`config.mk`:
```
export PLATFORM = sky130hd
export DESIGN_NAME = alu_seq_flat
export DESIGN_NICKNAME = d
export VERILOG_FILES = /design/src/rtl/alu_seq_if.sv /design/src/rtl/alu_seq.sv /design/src/flat_wrapper.sv
export SDC_FILE = /design/constraint.sdc
export NUM_CORES = 1
export LEC_CHECK = 0
export CAP_MARGIN = 20
export CELL_PAD_IN_SITES_DETAIL_PLACEMENT = 0
export CELL_PAD_IN_SITES_GLOBAL_PLACEMENT = 2
export CORE_ASPECT_RATIO = 1.4
export CORE_MARGIN = 5
export CORE_UTILIZATION = 34
export DETAILED_ROUTE_END_ITERATION = 6
export PLACE_DENSITY_LB_ADDON = 0.25
export REMOVE_ABC_BUFFERS = 1
export SYNTH_ARGS = -nofsm -noshare
export SYNTH_HDL_FRONTEND = slang
export SYNTH_SLANG_ARGS = --single-unit
```
`constraint.sdc`:
```
create_clock -name clk -period 4.9 [get_ports clk]
set_input_delay 1.225 -clock clk [delete_from_list [all_inputs] [get_ports clk]]
set_output_delay 1.225 -clock clk [all_outputs]
set_load 0.05 [all_outputs]
```
`src/rtl/alu_seq_if.sv`:
```
// Request/response bundle between the control unit and the multi-cycle ALU.
interface alu_seq_if #(parameter int WIDTH = 32);
    logic             start;
    logic [3:0]       op;
    logic [WIDTH-1:0] a;
    logic [WIDTH-1:0] b;
    logic             busy;
    logic             done;
    logic [WIDTH-1:0] result;
    logic             zero_flag;
    logic             sign_flag;
    logic             carry_flag;
    logic             overflow_flag;

    modport master (output start, op, a, b,
                    input  busy, done, result, zero_flag, sign_flag, carry_flag, overflow_flag);
    modport slave  (input  start, op, a, b,
                    output busy, done, result, zero_flag, sign_flag, carry_flag, overflow_flag);
endinterface

```
`src/rtl/alu_seq.sv`:
```
// Multi-cycle ALU: single-cycle integer ops plus an iterative shift-add multiplier
// and restoring divider sharing one 2*WIDTH accumulator.
module alu_seq #(
    parameter int WIDTH = 32
) (
    input  logic      clk,
    input  logic      rst,
    alu_seq_if.slave  bus
);
    localparam int SHW = $clog2(WIDTH);

    typedef enum logic {IDLE, RUN} state_t;
    typedef struct packed {
        logic [WIDTH-1:0] res;
        logic             c;
        logic             v;
    } rsp_t;

    state_t             state, state_nxt;
    logic [SHW-1:0]     cnt;
    logic [3:0]         op_q;
    logic [WIDTH-1:0]   opnd_q;
    logic [2*WIDTH-1:0] acc, acc_nxt, acc_mul, acc_div;
    logic [WIDTH-1:0]   res_q, it_res;
    logic               done_q, zero_q, sign_q, carry_q, ovf_q;
    logic               accept, iter_in, fin;

    logic [SHW-1:0]     sh;
    logic [WIDTH:0]     add_w, sub_w, psum, rsh, rdif;
    logic               qbit;
    rsp_t               sc;

    assign iter_in = (bus.op[3:2] == 2'b11);
    assign accept  = bus.start && (state == IDLE);
    assign fin     = (state == RUN) && (cnt == SHW'(WIDTH - 1));

    assign sh    = bus.b[SHW-1:0];
    assign add_w = {1'b0, bus.a} + {1'b0, bus.b};
    assign sub_w = {1'b0, bus.a} - {1'b0, bus.b};

    always_comb begin
        sc = '0;
        case (bus.op)
            4'b0000: begin
                sc.res = add_w[WIDTH-1:0];
                sc.c   = add_w[WIDTH];
                sc.v   = (bus.a[WIDTH-1] == bus.b[WIDTH-1]) && (add_w[WIDTH-1] != bus.a[WIDTH-1]);
            end
            4'b0001: sc.res = bus.a << sh;
            4'b0010: begin
                sc.res = sub_w[WIDTH-1:0];
                sc.c   = sub_w[WIDTH];
                sc.v   = (bus.a[WIDTH-1] != bus.b[WIDTH-1]) && (sub_w[WIDTH-1] != bus.a[WIDTH-1]);
            end
            4'b0011: sc.res = {{(WIDTH-1){1'b0}}, ($signed(bus.a) < $signed(bus.b))};
            4'b0100: sc.res = bus.a ^ bus.b;
            4'b0101: sc.res = bus.a >> sh;
            4'b0110: sc.res = bus.a | bus.b;
            4'b0111: sc.res = bus.a & bus.b;
            4'b1000: sc.res = $unsigned($signed(bus.a) >>> sh);
            4'b1001: sc.res = {{(WIDTH-1){1'b0}}, (bus.a < bus.b)};
            default: sc = '0;
        endcase
    end

    // Multiply: acc = {partial sum, remaining multiplier bits}, shifted right each step.
    // Divide:   acc = {partial remainder, remaining dividend / quotient bits}, shifted left.
    always_comb begin
        psum    = {1'b0, acc[2*WIDTH-1:WIDTH]} + (acc[0] ? {1'b0, opnd_q} : '0);
        acc_mul = {psum, acc[WIDTH-1:1]};
        rsh     = {acc[2*WIDTH-1:WIDTH], acc[WIDTH-1]};
        rdif    = rsh - {1'b0, opnd_q};
        qbit    = ~rdif[WIDTH];
        acc_div = {(qbit ? rdif[WIDTH-1:0] : rsh[WIDTH-1:0]), acc[WIDTH-2:0], qbit};
        acc_nxt = op_q[1] ? acc_div : acc_mul;
        it_res  = op_q[0] ? acc_nxt[2*WIDTH-1:WIDTH] : acc_nxt[WIDTH-1:0];
    end

    always_ff @(posedge clk or posedge rst) begin
        if (rst) state <= IDLE;
        else     state <= state_nxt;
    end

    always_comb begin
        state_nxt = state;
        case (state)
            IDLE: if (accept && iter_in) state_nxt = RUN;
            RUN:  if (fin)               state_nxt = IDLE;
            default:                     state_nxt = IDLE;
        endcase
    end

    always_ff @(posedge clk or posedge rst) begin
        if (rst) begin
            cnt     <= '0;
            op_q    <= '0;
            opnd_q  <= '0;
            acc     <= '0;
            res_q   <= '0;
            done_q  <= 1'b0;
            zero_q  <= 1'b0;
            sign_q  <= 1'b0;
            carry_q <= 1'b0;
            ovf_q   <= 1'b0;
        end else begin
            done_q <= 1'b0;
            if (accept && !iter_in) begin
                res_q   <= sc.res;
                zero_q  <= (sc.res == '0);
                sign_q  <= sc.res[WIDTH-1];
                carry_q <= sc.c;
                ovf_q   <= sc.v;
                done_q  <= 1'b1;
            end else if (accept) begin
                op_q   <= bus.op;
                opnd_q <= bus.op[1] ? bus.b : bus.a;
                acc    <= {{WIDTH{1'b0}}, (bus.op[1] ? bus.a : bus.b)};
                cnt    <= '0;
            end else if (state == RUN) begin
                acc <= acc_nxt;
                cnt <= cnt + 1'b1;
                if (fin) begin
                    res_q   <= it_res;
                    zero_q  <= (it_res == '0);
                    sign_q  <= it_res[WIDTH-1];
                    carry_q <= 1'b0;
                    ovf_q   <= 1'b0;
                    done_q  <= 1'b1;
                end
            end
        end
    end

    assign bus.busy          = (state == RUN);
    assign bus.done          = done_q;
    assign bus.result        = res_q;
    assign bus.zero_flag     = zero_q;
    assign bus.sign_flag     = sign_q;
    assign bus.carry_flag    = carry_q;
    assign bus.overflow_flag = ovf_q;
endmodule

```
`src/flat_wrapper.sv`:
```
// flat-port wrapper written by rule: the top's interface ports become plain ports
module alu_seq_flat 
#(
    parameter int WIDTH = 32
)
  (clk, rst, bus_start, bus_op, bus_a, bus_b, bus_busy, bus_done, bus_result, bus_zero_flag, bus_sign_flag, bus_carry_flag, bus_overflow_flag);
  alu_seq_if #(.WIDTH(WIDTH)) bus_i ();
  input  logic clk;
  input  logic rst;
  input wire logic [$bits(bus_i.start)-1:0] bus_start;
  input wire logic [$bits(bus_i.op)-1:0] bus_op;
  input wire logic [$bits(bus_i.a)-1:0] bus_a;
  input wire logic [$bits(bus_i.b)-1:0] bus_b;
  output wire logic [$bits(bus_i.busy)-1:0] bus_busy;
  output wire logic [$bits(bus_i.done)-1:0] bus_done;
  output wire logic [$bits(bus_i.result)-1:0] bus_result;
  output wire logic [$bits(bus_i.zero_flag)-1:0] bus_zero_flag;
  output wire logic [$bits(bus_i.sign_flag)-1:0] bus_sign_flag;
  output wire logic [$bits(bus_i.carry_flag)-1:0] bus_carry_flag;
  output wire logic [$bits(bus_i.overflow_flag)-1:0] bus_overflow_flag;
  assign bus_i.start = bus_start;
  assign bus_i.op = bus_op;
  assign bus_i.a = bus_a;
  assign bus_i.b = bus_b;
  assign bus_busy = bus_i.busy;
  assign bus_done = bus_i.done;
  assign bus_result = bus_i.result;
  assign bus_zero_flag = bus_i.zero_flag;
  assign bus_sign_flag = bus_i.sign_flag;
  assign bus_carry_flag = bus_i.carry_flag;
  assign bus_overflow_flag = bus_i.overflow_flag;
  alu_seq #(.WIDTH(WIDTH)) u_core (.clk(clk), .rst(rst), .bus(bus_i));
endmodule
```
==> results of run 1 <==
[through the flow]
| stage | setup TNS, ns | area, sq um | utilization [%] | setup slack (ns) | std cells |
|---|---|---|---|---|---|
| after global placement | -6.41 | 28900 | 44.8 | -1.36 | 4412 |
| after floorplan | -11.65 | 21100 | - | -0.650 | 2747 |
| final | 0 | 30600 | 47.5 | 0.0511 | 4482 |
| after global routing | -0.0344 | 30600 | 47.5 | -0.0193 | 4480 |
| after detailed placement | -6.70 | 28900 | 44.8 | -1.41 | 4412 |
| after CTS | 0 | 30000 | 46.5 | 0.00170 | 4464 |
[cell usage in the layout (no fill, tap or decap), types with 18 or more instances in the layout]
cell type / synthesis / final
buf_4: 9 / 713
nand2_1: 348 / 345
a21oi_1: 241 / 233
nor2_1: 235 / 230
o21ai_0: 241 / 229
ha_1: 171 / 154
inv_1: 161 / 152
dfrtp_1: 140 / 138
mux2i_1: 127 / 119
clkdlybuf4s50_1: 0 / 67
o211ai_1: 64 / 64
a211oi_1: 65 / 59
nand3_1: 58 / 57
nor3_1: 56 / 52
and2_1: 51 / 51
mux4_2: 44 / 45
a21o_1: 39 / 39
xnor2_1: 37 / 37
mux2_2: 39 / 37
nand2b_1: 35 / 35
a31oi_1: 33 / 32
o22ai_1: 29 / 29
nand4_1: 26 / 26
o21a_1: 25 / 24
o31ai_1: 25 / 24
and3_1: 23 / 23
o221ai_1: 23 / 22
nor2b_1: 25 / 21
dlymetal6s2s_1: 0 / 20
buf_12: 1 / 20
a221oi_1: 21 / 19
xor2_1: 19 / 19
clkbuf_16: 0 / 18
buf_6: 5 / 18
[routing by layer]
layer / part of all wire (%) / vias up / track usage [%]
met5: 0 / - / 0
met4: 8.4 / 0 / 22.0
met2: 50 / 1055 / 60.4
met3: 4.0 / 301 / 2.65
met1: 38 / 13000 / 38.1
li1: - / 12400 / -
[worst min-delay path: stages, from the launching register on]
cell and delay (ns):
dfrtp_1 0.35, nand3_1 0.06, o21ai_0 0.07
[flip-flops by register name, summed over array words and instances (netlist names)]
register	cells
u_core.acc	64
u_core.bus.busy	1
u_core.bus.carry_flag	1
u_core.bus.done	1
u_core.bus.overflow_flag	1
u_core.bus.result	32
u_core.bus.zero_flag	1
u_core.cnt	5
u_core.op_q	2
u_core.opnd_q	32
[layout make-up]
class,instances,area [sq um]
fillers,6512,33800
repair buffers,861,7090
clock buffers,18,439
well taps,840,1050
multi-input cells,2444,17700
clock inverters,14,181
flip-flops and latches,140,3510
inverters,163,621
diodes,2,5.00
[what timing repair did]
action                     4_1_cts  5_1_grt
gates resized for setup         94      116
setup endpoints to repair        5        4
hold buffers                     0        0
buffers inserted                20       15
pin swaps                       28       39
cloned                           0        2
[path summary, 6_finish.rpt]
kind / from / endpoint / slack, ns / cells after the start
max: bus_a[11] / u_core.bus.zero_flag / 0.05 / 17
min: u_core.bus.overflow_flag / u_core.bus.overflow_flag / 0.51 / 2
max reg2reg: u_core.acc[0] / u_core.bus.zero_flag / 0.10 / 16
min reg2reg: u_core.bus.overflow_flag / u_core.bus.overflow_flag / 0.51 / 2
max in group asynchronous: rst / u_core.opnd_q[18] / 2.82 / 3
min in group asynchronous: rst / u_core.acc[37] / 1.27 / 2
[cells by family (layout without fill, tap and decap cells)]
group / count (synthesis) / count (layout) / share of synthesized area (%)
flip-flops: 140 / 140 / 15.8
adder cells (fa/ha/maj): 175 / 175 / 10.0
buffers and inverters: 398 / 1056 / 7.30
multiplexers: 215 / 215 / 12.8
AND/OR/NAND/NOR: 958 / 958 / 20.4
AO/OA/AOI/OAI: 1040 / 1040 / 31.4
other: 0 / 2 / 0
XOR/XNOR: 56 / 56 / 2.22
[power by group]
part | internal [uW] | leakage [uW] | switching [uW] | total [uW]
Sequential | 1760 | 0.00169 | 748 | 2500
Combinational | 5560 | 0.0118 | 8110 | 13700
Clock | 826 | 0.000303 | 574 | 1400
Total | 8140 | 0.0138 | 9430 | 17600
==> results_dict.tcl, run 1 <==
set metrics [dict create \
    outcome "complete, no violations" \
    critPathMaxStageDelay_ns 0.52 \
    wire_per_inst_um 27.7 \
    dieHeight_um 312 \
    insertion_delay_ns 0.44 \
    cp.arrival_ns 5.23 \
    cts_sinks 140 \
    dpl.hpwl_um 102000 \
    htreeDepth 4 \
    drive_gt1_share_pct 28.4 \
    cts.clk_slew.worst_paths_ns 0.07 \
    synth_area_leader_cell "dfrtp_1" \
    cp_slowest_cell "mux4_2" \
    cts_root_buffer "clkbuf_16" \
    grt_pass1_vias 27000 \
    synthTopCellsByArea "dfrtp_1 16%, ha_1 9.7%, nand2_1 5.9%" \
    path_cells "clkdlybuf4s50_1 -> buf_4 -> mux4_2 -> buf_4 -> o211ai_1 -> o211ai_1 -> o32ai_1 -> buf_4 -> nand4_1 -> nor3_2 -> nor4bb_4 -> buf_4 -> and4_1 -> or4b_4 -> nor4_4 -> a31oi_1 -> nand2_1" \
    io_pins 109 \
    syn2layout_area_growth_pct 38.3 \
    post-synth-top-count-cell "nand2_1" \
    cts_tree "built" \
    first_pass_iters 6 \
    power.density_nw_per_um2 575 \
    power_uw 17600 \
    drt-initial-drc-count 2406 \
    wl_um 124000 \
    crit_type "input pin to flip-flop" \
    setup_viol 0 \
    period_minus_slack_ns 4.85 \
    hold_path_class "flip-flop to flip-flop" \
    grtUsageTotal_pct 33.8 \
    period_share_pct 99.0 \
    via_per_inst 5.98 \
    core_area_sq_um 64400 \
    grt_pass1_wl_um 180000 \
    syn-cell-area_sq_um 22100 \
    numCtsBuffers 17 \
    slew_headroom_pct 25.4 \
    synth-seq-cells 140 \
    antenna_found_initial 3 \
    fin_worst_skew_ns 0.0135 \
    synth_ff_type "dfrtp_1" \
    worstMarginPinSlew_ns 1.12 \
    finalHoldViolations 0 \
    rsz0062_at_grt "yes" \
    die_w_um 226 \
    synth_edf_count 0 \
    p_leak_uw 0.0138 \
    fp.dieArea_sq_um 70300 \
    slew_violations 0 \
    async_reset_ff_share_pct 100 \
    hold_slack_ns 0.511 \
    critical_path.endpoint_type "flip-flop" \
    synth_cell_type_count 102 \
    syn_area_per_cell_sq_um 7.41 \
    ys_seq_area_share_pct 15.8 \
    crit_family "simple AND/OR/NAND/NOR gates" \
    synthTopCellsByCount "348 x nand2_1, 241 x a21oi_1, 241 x o21ai_0, 235 x nor2_1, 177 x clkbuf_1" \
    overflow 0 \
    max_freq_ghz 0.206 \
    grt_max_degree 76 \
    std_cell_rows 110 \
    via_count 26800 \
    floorplan.initialDensity_pct 34.3 \
    io_buffers 108 \
    place.gp.congestion 1.05 \
    crit_fanout 7 \
    drv_cap 0 \
    irDropWorstVdd_uv 583 \
    clk_path_buf_depth 2 \
    final_nets 3873 \
    cp.buffers_inverters 5 \
    ant_nets 0 \
    syn_inst 2982 \
    cp-start-kind "input pin" \
    synth_warnings 0 \
    cp_common_cell "buf_4" \
    netlist.area_leader.share_pct 15.8 \
    cp.required_ns 5.28 \
    route.detailed.drc 0 \
]
Note: power is estimated with default switching activity, not from simulation.
==> inputs of run 2 (changes only) <==
--- a/config.mk
+++ b/config.mk
@@ -5,7 +5,7 @@
 export SDC_FILE = /design/constraint.sdc
 export NUM_CORES = 1
 export LEC_CHECK = 0
-export CAP_MARGIN = 20
+export CAP_MARGIN = 30
 export CELL_PAD_IN_SITES_DETAIL_PLACEMENT = 0
 export CELL_PAD_IN_SITES_GLOBAL_PLACEMENT = 2
 export CORE_ASPECT_RATIO = 1.4
==> run 2 against run 1 <==
Compared with the run above: fmax grew 1.2%; non-clock buffer count fell by 9; clock power barely moved; largest cell class unchanged; highest routed layer unchanged; clock skew hardly changed; sequential power barely moved; critical path type unchanged; clock-buffer cell count rose by 1; sequential share of layout area up 0.055 points; power grew 0.41%.
==> results_dict.tcl, run 2 (synthesis results as in run 1) <==
set metrics [dict create \
    outcome "complete, no violations" \
    io_pins 109 \
    hold_depth 2 \
    grt_pass1_vias 27200 \
    syn2layout_area_growth_pct 37.6 \
    path_cells "clkdlybuf4s50_1 -> buf_4 -> mux4_2 -> mux2i_1 -> nand2_1 -> nand2_1 -> a22oi_1 -> a221oi_2 -> nand2_1 -> or4_1 -> or4b_4 -> nor4_4 -> a31oi_1 -> nand2_1" \
    crit_fanout 5 \
    wl_um 124000 \
    final_nets 3864 \
    cts_sinks 140 \
    irDropWorstVdd_uv 580 \
    drt-initial-drc-count 2279 \
    cp.buffers_inverters 2 \
    drive_gt1_share_pct 28.0 \
    io_buffers 108 \
    ant_nets 0 \
    r2r_start "u_core.acc[31]" \
    via_count 26700 \
    placed_cells 4413 \
    grtUsageTotal_pct 34.0 \
    slew_violations 0 \
    worstHoldStart "u_core.bus.overflow_flag" \
    overflow 0 \
    crit_type "input pin to flip-flop" \
    antenna_found_initial 5 \
    period_minus_slack_ns 4.79 \
    worstMarginPinSlew_ns 1.06 \
    wire_per_inst_um 27.7 \
    numCtsBuffers 17 \
    post_dp_cell_area_sq_um 28900 \
    dieHeight_um 312 \
    slew_headroom_pct 28.8 \
    critPathMaxStageDelay_ns 0.56 \
    crit_family "simple AND/OR/NAND/NOR gates" \
    insertion_delay_ns 0.44 \
    cp.required_ns 5.28 \
    hold_slack_ns 0.506 \
    cp_slowest_cell "or4b_4" \
    die_w_um 226 \
    finalHoldViolations 0 \
    floorplan.initialDensity_pct 34.3 \
    final_common_cell "buf_4" \
    period_share_pct 97.8 \
    cts_root_buffer "clkbuf_16" \
    fp.dieArea_sq_um 70300 \
    power.density_nw_per_um2 580 \
    grt_pass1_wl_um 181000 \
    whs_endpoint "u_core.bus.overflow_flag" \
    final_util_pct 47.2 \
    first_pass_iters 5 \
    clk_path_buf_depth 2 \
    drv_cap 0 \
    largest_register "u_core.acc" \
    r2r_slack_ns 0.16 \
    route.detailed.drc 0 \
    core_area_sq_um 64400 \
    place.gp.congestion 1.05 \
    std_cell_rows 110 \
    power_uw 17600 \
    critical_path.endpoint_type "flip-flop" \
    max_freq_ghz 0.209 \
    setup_viol 0 \
    dpl.hpwl_um 103000 \
    final-instance-count-excl-fill 4472 \
    p_leak_uw 0.0136 \
    worst-r2r-cell-count 17 \
    grt_max_degree 76 \
    cts.clk_slew.worst_paths_ns 0.07 \
    cp_common_cell "nand2_1" \
    final_cell_mix "719 x buf_4, 345 x nand2_1, 233 x a21oi_1" \
    cts_tree "built" \
    fin_worst_skew_ns 0.0132 \
    htreeDepth 4 \
    ctsHoldBuffers 0 \
    worstReg2RegEnd "u_core.bus.zero_flag" \
    hold_path_class "flip-flop to flip-flop" \
    cp.arrival_ns 5.17 \
    final_cell_area_sq_um 30400 \
    via_per_inst 5.97 \
    largest_reg_flops 64 \
    cp-start-kind "input pin" \
]
run 2: report_power, final:
part           switching, uW  internal [uW]
combinational           8140           5580
clock                    584            842
sequential               750           1760
total                   9470           8170
run 2: worst max-delay path by stage:
stage                    from                    to  slack (ns)  cells past startpoint
CTS                 bus_b[11]  u_core.bus.zero_flag       0.001                     18
global placement     bus_b[2]  u_core.bus.zero_flag       -1.36                     17
finish              bus_a[23]  u_core.bus.zero_flag        0.11                     14
floorplan            bus_b[2]  u_core.bus.zero_flag       -0.65                     14
global route        bus_a[23]  u_core.bus.zero_flag      -0.002                     14
detailed placement   bus_b[2]  u_core.bus.zero_flag       -1.32                     17
run 2: tightest hold or removal path: stages (launching register included):
cell,delay [ns]
dfrtp_1,0.34
nand3_1,0.06
o21ai_0,0.07
run 2: layout make-up:
cell class	instances	area, sq um
Fill cell	6568	34000
Multi-Input combinational cell	2444	17700
Timing Repair Buffer	852	6920
Sequential cell	140	3510
Tap cell	840	1050
Inverter	163	621
Clock buffer	19	453
Clock inverter	13	179
Antenna cell	1	2.50
run 2: metal layers:
layer | vias up | wire (um) | GRT usage [%]
met2 | 1049 | 62200 | 60.6
met1 | 13000 | 46700 | 38.7
met4 | 0 | 10100 | 22.0
met5 | - | 0 | 0
li1 | 12400 | - | -
met3 | 307 | 4880 | 2.42
run 2: stage by stage:
stage          setup TNS, ns  worst slack [ns]
2_1_floorplan         -11.65            -0.650
3_3_place_gp           -6.41             -1.36
3_5_place_dp           -6.45             -1.32
4_1_cts                    0           0.00122
5_1_grt             -0.00175          -0.00175
6_report                   0             0.110
run 2: repair_timing:
item | 4_1_cts | 5_1_grt
buffers inserted | 20 | 4
resized for setup | 82 | 92
pin swaps | 34 | 40
setup endpoints to repair | 4 | 5
